### src/rtl/if_stage_if.sv
// Instruction-SRAM port bundle between the fetch stage (master) and the SRAM (slave).
// Read data returns one cycle after a request with inst_sram_en high.
interface if_stage_if;
    logic        inst_sram_en;
    logic [3:0]  inst_sram_we;
    logic [31:0] inst_sram_addr;
    logic [31:0] inst_sram_wdata;
    logic [31:0] inst_sram_rdata;

    modport master (
        output inst_sram_en,
        output inst_sram_we,
        output inst_sram_addr,
        output inst_sram_wdata,
        input  inst_sram_rdata
    );

    modport slave (
        input  inst_sram_en,
        input  inst_sram_we,
        input  inst_sram_addr,
        input  inst_sram_wdata,
        output inst_sram_rdata
    );
endinterface

### src/rtl/if_stage.sv
// Instruction-fetch stage: next-PC selection, SRAM fetch request and a one-entry
// instruction buffer that holds the fetched word while decode is stalled.
module if_stage #(
    parameter logic [31:0] RESET_PC = 32'h1c000000
) (
    input  logic              clk,
    input  logic              resetn,
    if_stage_if.master        inst_sram,
    input  logic              ds_allowin,
    output logic              fs2ds_valid,
    output logic [63:0]       fs2ds_bus,
    input  logic [32:0]       br_zip,
    input  logic              wb_ex,
    input  logic [31:0]       ex_entry,
    input  logic              ertn_flush,
    input  logic [31:0]       era
);

    logic        preif_valid_reg;
    logic        fs_valid_reg;
    logic        buf_valid_reg;
    logic [31:0] fs_pc_reg;
    logic [31:0] inst_buf_reg;

    logic        br_taken;
    logic [31:0] br_target;
    logic        flush;
    logic [31:0] seq_pc;
    logic [31:0] nextpc;
    logic        fs_allowin;
    logic        fetch_req;
    logic [31:0] inst;

    assign br_taken  = br_zip[32];
    assign br_target = br_zip[31:0];
    assign flush     = wb_ex | ertn_flush | br_taken;
    assign seq_pc    = fs_pc_reg + 32'd4;

    // Exception beats ertn beats branch: a committed older event always overrides decode.
    always_comb begin
        nextpc = seq_pc;
        if (wb_ex)
            nextpc = ex_entry;
        else if (ertn_flush)
            nextpc = era;
        else if (br_taken)
            nextpc = br_target;
    end

    // A redirect discards fetch-stage content, so it is accepted even while decode stalls.
    assign fs_allowin = ~fs_valid_reg | ds_allowin | flush;
    assign fetch_req  = preif_valid_reg & fs_allowin;

    assign inst_sram.inst_sram_en    = fetch_req;
    assign inst_sram.inst_sram_we    = 4'b0;
    assign inst_sram.inst_sram_addr  = nextpc;
    assign inst_sram.inst_sram_wdata = 32'b0;

    assign inst        = buf_valid_reg ? inst_buf_reg : inst_sram.inst_sram_rdata;
    assign fs2ds_valid = fs_valid_reg & ~flush;
    assign fs2ds_bus   = {fs_pc_reg, inst};

    always_ff @(posedge clk or negedge resetn) begin
        if (!resetn) begin
            preif_valid_reg <= 1'b0;
            fs_valid_reg    <= 1'b0;
            buf_valid_reg   <= 1'b0;
            fs_pc_reg       <= RESET_PC - 32'd4;
            inst_buf_reg    <= 32'b0;
        end else begin
            preif_valid_reg <= 1'b1;
            if (fetch_req) begin
                fs_valid_reg  <= 1'b1;
                fs_pc_reg     <= nextpc;
                buf_valid_reg <= 1'b0;
            end else if (fs2ds_valid & ds_allowin) begin
                fs_valid_reg  <= 1'b0;
                buf_valid_reg <= 1'b0;
            end else if (fs_valid_reg & ~buf_valid_reg) begin
                // First stalled cycle: grab the SRAM word before its output can change.
                inst_buf_reg  <= inst_sram.inst_sram_rdata;
                buf_valid_reg <= 1'b1;
            end
        end
    end

endmodule
### src/flat_wrapper.sv
// flat-port wrapper written by rule: the top's interface ports become plain ports
module if_stage_flat 
#(
    parameter logic [31:0] RESET_PC = 32'h1c000000
)
  (clk, resetn, ds_allowin, fs2ds_valid, fs2ds_bus, br_zip, wb_ex, ex_entry, ertn_flush, era, inst_sram_inst_sram_en, inst_sram_inst_sram_we, inst_sram_inst_sram_addr, inst_sram_inst_sram_wdata, inst_sram_inst_sram_rdata);
  if_stage_if inst_sram_i ();
  input  logic clk;
  input  logic resetn;
  input  logic ds_allowin;
  output logic fs2ds_valid;
  output logic [63:0] fs2ds_bus;
  input  logic [32:0] br_zip;
  input  logic wb_ex;
  input  logic [31:0] ex_entry;
  input  logic ertn_flush;
  input  logic [31:0] era;
  output wire logic [$bits(inst_sram_i.inst_sram_en)-1:0] inst_sram_inst_sram_en;
  output wire logic [$bits(inst_sram_i.inst_sram_we)-1:0] inst_sram_inst_sram_we;
  output wire logic [$bits(inst_sram_i.inst_sram_addr)-1:0] inst_sram_inst_sram_addr;
  output wire logic [$bits(inst_sram_i.inst_sram_wdata)-1:0] inst_sram_inst_sram_wdata;
  input wire logic [$bits(inst_sram_i.inst_sram_rdata)-1:0] inst_sram_inst_sram_rdata;
  assign inst_sram_inst_sram_en = inst_sram_i.inst_sram_en;
  assign inst_sram_inst_sram_we = inst_sram_i.inst_sram_we;
  assign inst_sram_inst_sram_addr = inst_sram_i.inst_sram_addr;
  assign inst_sram_inst_sram_wdata = inst_sram_i.inst_sram_wdata;
  assign inst_sram_i.inst_sram_rdata = inst_sram_inst_sram_rdata;
  if_stage #(.RESET_PC(RESET_PC)) u_core (.clk(clk), .resetn(resetn), .inst_sram(inst_sram_i), .ds_allowin(ds_allowin), .fs2ds_valid(fs2ds_valid), .fs2ds_bus(fs2ds_bus), .br_zip(br_zip), .wb_ex(wb_ex), .ex_entry(ex_entry), .ertn_flush(ertn_flush), .era(era));
endmodule
### config.mk
export PLATFORM = sky130hd
export DESIGN_NAME = if_stage_flat
export DESIGN_NICKNAME = d
export VERILOG_FILES = /design/src/rtl/if_stage_if.sv /design/src/rtl/if_stage.sv /design/src/flat_wrapper.sv
export SDC_FILE = /design/constraint.sdc
export NUM_CORES = 1
export LEC_CHECK = 0
export BUFFER_PORTS_ARGS = -buffer_cell sky130_fd_sc_hd__buf_2
export CAP_MARGIN = 20
export CORE_MARGIN = 4
export CORE_UTILIZATION = 47
export CTS_BUF_LIST = sky130_fd_sc_hd__clkbuf_4
export DETAILED_ROUTE_END_ITERATION = 12
export PLACE_DENSITY = 0.83
export SYNTH_ARGS = -nofsm -noshare
export SYNTH_HDL_FRONTEND = slang
export SYNTH_SLANG_ARGS = --single-unit
### constraint.sdc
create_clock -name clk -period 2.55 [get_ports clk]
set_clock_uncertainty 0.2 [all_clocks]
set_input_delay 0.255 -clock clk [delete_from_list [all_inputs] [get_ports clk]]
set_output_delay 0.255 -clock clk [all_outputs]
set_load 0.01 [all_outputs]
# [After elaboration in Yosys (flattened, before gate mapping)]
# Cells that the tools add are included.
[totals] reg_bits=67 in_bits=134 out_inout_bits=134 wordCells=31
[classes] n_addsub=1 n_mux=9 bitwise_logic=13 n_reduce_logical=3
[op_table] cell="two-way mux 32 bit" count=4
[op_table] cell="adder 32 x 3 -> 32 bit, second input constant" count=1
[op_table] cell="two-way mux 1 bit" count=5
[op_table] cell="inverter 1 bit" count=5
[op_table] cell="bitwise AND 1 bit" count=4
[op_table] cell="bitwise OR 1 bit" count=4
[op_table] cell="AND reduction 3 bit" count=1
[op_table] cell="nonzero test 3 bit" count=1
[op_table] cell="nonzero test 2 bit" count=1

# [Logic depth before layout (Yosys ltp)]
[logic_depth] depth_word=7 ltp_mapped=8 depth_no_buf=6

# [Least setup slack after synthesis]
# OpenSTA, ideal clock, no wires.
[synth_timing] kind="reg2out" start="reg u_core.fs_pc_reg[9]" end="out inst_sram_inst_sram_addr[21]" arrival_ns=1.956 slack_ns=0.139 path_stages_with_launch=6 path_buffers=0 cell_sequence="dfstp_2 -> nand4_2 -> nor4_1 -> nand2_1 -> xor2_1 -> a21boi_0"
[synth_between] elab_chain_len=4
[synth_rtl] element="from (decl)" line="if_stage.sv:22" source="logic [31:0] fs_pc_reg;"
[synth_rtl] element="from (signal assigned)" line="if_stage.sv:68" source="fs_pc_reg <= RESET_PC - 32'd4;"
[synth_rtl] element="from (signal assigned)" line="if_stage.sv:74" source="fs_pc_reg <= nextpc;"
[synth_rtl] element="adder 32 x 3 -> 32 bit" line="if_stage.sv:37" source="assign seq_pc = fs_pc_reg + 32'd4;"
[synth_rtl] element="two-way mux 32 bit" line="if_stage.sv:46" source="else if (br_taken)"
[synth_rtl] element="two-way mux 32 bit" line="if_stage.sv:44" source="else if (ertn_flush)"
[synth_rtl] element="two-way mux 32 bit" line="if_stage.sv:42" source="if (wb_ex)"
[synth_rtl] element="to (decl)" line="flat_wrapper.sv:20" source="output wire logic [$bits(inst_sram_i.inst_sram_addr)-1:0] inst_sram_inst_sram_addr;"
# Every way passes these cells.

# [Final worst setup path]
[layout_timing] start="reg u_core.fs_pc_reg[3]" end="out inst_sram_inst_sram_addr[17]"
# The elaborated chain is that of the path after synthesis.

==> key figures <==
Status
  – Status: complete, but fails checks
  – Failing checks: setup timing

Drt
  – DRT antenna net count: 0
  – WL final: 18320 um
  – DR WL/cell: 18.19 um
  – Vias: 5610
  – DRC viols: 0
  – Drt first pass iters: 6
  – Vias/cell: 5.571
  – Initial DRC Count: 396

Clock network
  – CTS tree: built
  – Reg clk slew, reported paths: 0.11 ns
  – TritonCTS buffer count: 9
  – Root Buffer: clkbuf_4
  – Clock Latency Late Sink: 0.42 ns
  – Clock buffer depth: 2
  – CTS H-Tree Depth: 3
  – # clock sinks: 67

Global routing
  – Grt ovf: 0
  – First-pass GRT wire length: 28200 um
  – Vias in the first global route: 5485
  – Largest net degree at the start of global routing: 68
  – Initial antenna violation count: 0
  – GR Util All Layers: 27.79%

Placement
  – Placed Area: 6332 um2
  – Placer Congestion: 0.8670
  – Post-DP HPWL: 12140 um
  – Placed cell count: 914
  – Port Buffers: 231
  – Dpl ws: -0.04148 ns

Logic synthesis
  – Synthesized instance count: 551
  – Yosys Warn Count: 0
  – Post-synthesis sequential area ratio: 34.01%
  – Post-synth EDFFs: 0
  – Cell area after synthesis: 5025 um2
  – Synth cell types: 59
  – Synth Area per Inst: 9.119 um2
  – Ys async rst share: 100.0%
  – FF+latch count, synth: 67
  – Ys flop type: dfrtp_1

Cells and area
  – Nets: 1001
  – Number of inserted diodes: 0
  – Most frequent cells in the layout: buf_2 (231), mux2_2 (75), nand2_1 (49)
  – Reg area: 1709 um2
  – Post-route insts no fill: 1007
  – Layout fillers: 775
  – Fin area: 7421 um2
  – Commonest non-fill, non-tap cell in the layout: buf_2
  – Area delta synth->final: 47.68%
  – Multi-input gate area: 3208 um2
  – Share of layout cells above drive strength 1: 51.09%

Floorplanning
  – Die Ht: 111.4 um
  – Std cell rows: 37
  – Die area: 12410 um2
  – I/O pin total: 268
  – Initial Util: 48.46%
  – Die W: 111.4 um
  – Core area: 10370 um2

Min path
  – Hold path depth: 5
  – Hold WC Path Type: in -> reg
  – Hold Path Origin: ex_entry[3]

Setup path
  – Setup Crit Path Kind: reg -> out
  – R2R cell count: 14
  – Critical path startpoint: u_core.fs_pc_reg[3]
  – R2R Setup Slk: -0.21 ns
  – CP endpoint: inst_sram_inst_sram_addr[17]
  – Arrival time at the worst endpoint: 2.43 ns
  – RR Endpoint: u_core.fs_pc_reg[25]
  – Maximum fanout along the worst path: 4
  – Startpoint types: flop
  – Worst r2r src: u_core.fs_pc_reg[3]
  – Required time of the critical path: 2.10 ns
  – CP endpoint kind: output pin

STA
  – Slew @ Worst Pin: 0.5019 ns
  – Final WS setup: -0.3376 ns
  – Min Tclk post-route: 2.888 ns
  – Fmax: 0.3463 GHz
  – Setup Viol. Count Final: 25
  – Final hold violations: 0
  – Slew Limit Fails: 0
  – Slew HR: 66.49%
  – Final Cycle Share: 113.2%
  – RSZ-0062 raised after global routing: true

Run
  – Max cap viols: 0

Pwr
  – Tot Pwr: 0.003664 W
  – Leakage: 3.497 nW
  – Worst VDD drop: 0.3216 mV
  – Power density over the cells: 493.8 nW/um2
stage by stage:
step | hold WS, ns | setup TNS (ns) | utilization (%)
after global placement | 0.09975 | -0.004470 | 61.06
after floorplan | -0.2406 | 0 | -
after CTS | 0.002014 | -3.820 | 70.13
final | 0.02870 | -4.551 | 71.56
after global routing | 0.01920 | -7.738 | 71.56
after detailed placement | 0.1056 | -0.04548 | 61.06
worst max-delay path, cell delays in order, from the launching register on:
cell     delay, ns
dfstp_2       0.56
buf_6         0.09
nand4_1       0.20
buf_4         0.24
nor4_4        0.15
buf_4         0.18
nand2_1       0.09
xor2_1        0.15
o21ai_1       0.19
buf_2         0.17
layer usage:
metal,track usage [%],part of all wire [%],up-vias
li1,-,-,2579
met1,33.07,38,2636
met3,7.228,9.5,50
met4,9.813,2.9,0
met2,48.57,50,345
met5,0,0,-
cells by family (layout without fill, tap and decap cells):
| logic type | count (synthesis) | after routing | synth area share, % |
|---|---|---|---|
| AOI/OAI and AO/OA | 146 | 146 | 18.92 |
| xor gates and xnor gates | 25 | 25 | 4.358 |
| adders and majority gates | 1 | 1 | 0.2490 |
| buffers and inverters | 82 | 367 | 9.114 |
| DFF | 67 | 67 | 34.01 |
| muxes | 80 | 80 | 17.80 |
| other | 2 | 37 | 0.1495 |
| and+or+nand+nor | 148 | 148 | 15.39 |
worst min path at each step:
stage / endpoint / slack [ns]
2_1_floorplan: u_core.buf_valid_reg / -0.24
3_3_place_gp: u_core.inst_buf_reg[23] / 0.1
3_5_place_dp: u_core.inst_buf_reg[23] / 0.11
4_1_cts: u_core.fs_pc_reg[3] / 0.002
5_1_grt: u_core.fs_pc_reg[6] / 0.02
6_report: u_core.fs_pc_reg[3] / 0.03
report_power, final:
| part | total (W) | switching (W) | internal, W |
|---|---|---|---|
| combinational | 0.00146 | 0.000734 | 0.000728 |
| sequential | 0.00149 | 0.000190 | 0.00130 |
| clock | 0.000712 | 0.000417 | 0.000295 |
cells in the mapped netlist (all sizes together), types with 6 or more instances:
cell type	n	share of area (%)
a21boi	6	0.97
a21oi	40	4.0
a2bb2oi	14	2.4
a31oi	6	0.75
and2	8	1.0
and3	7	0.87
buf	44	6.3
clkbuf	24	1.8
dfrtp	41	20
dfstp	26	14
inv	14	1.0
mux2	75	17
nand2	51	3.8
nand3	19	2.0
nand4	10	1.4
nor2	22	1.6
nor3	7	0.70
o21ai	29	3.1
o22ai	23	2.9
xnor2	11	1.9
xor2	14	2.4
area by class of cell:
| class | instances | area share, % |
|---|---|---|
| multi-input cells | 437 | 43.23 |
| flip-flops and latches | 67 | 23.03 |
| repair buffers | 337 | 28.90 |
| clock inverters | 7 | 0.9273 |
| inverters | 14 | 0.7081 |
| well taps | 136 | 2.293 |
| clock buffers | 9 | 0.9105 |
what timing repair did:
item                       in CTS  in global routing
pin swaps                      16                  7
setup endpoints to repair      25                 27
resized for setup              42                 15
buffers inserted               20                 11
hold buffers                   47                  0
hold endpoints to repair      112                  0
(Power assumes the default switching activity.)
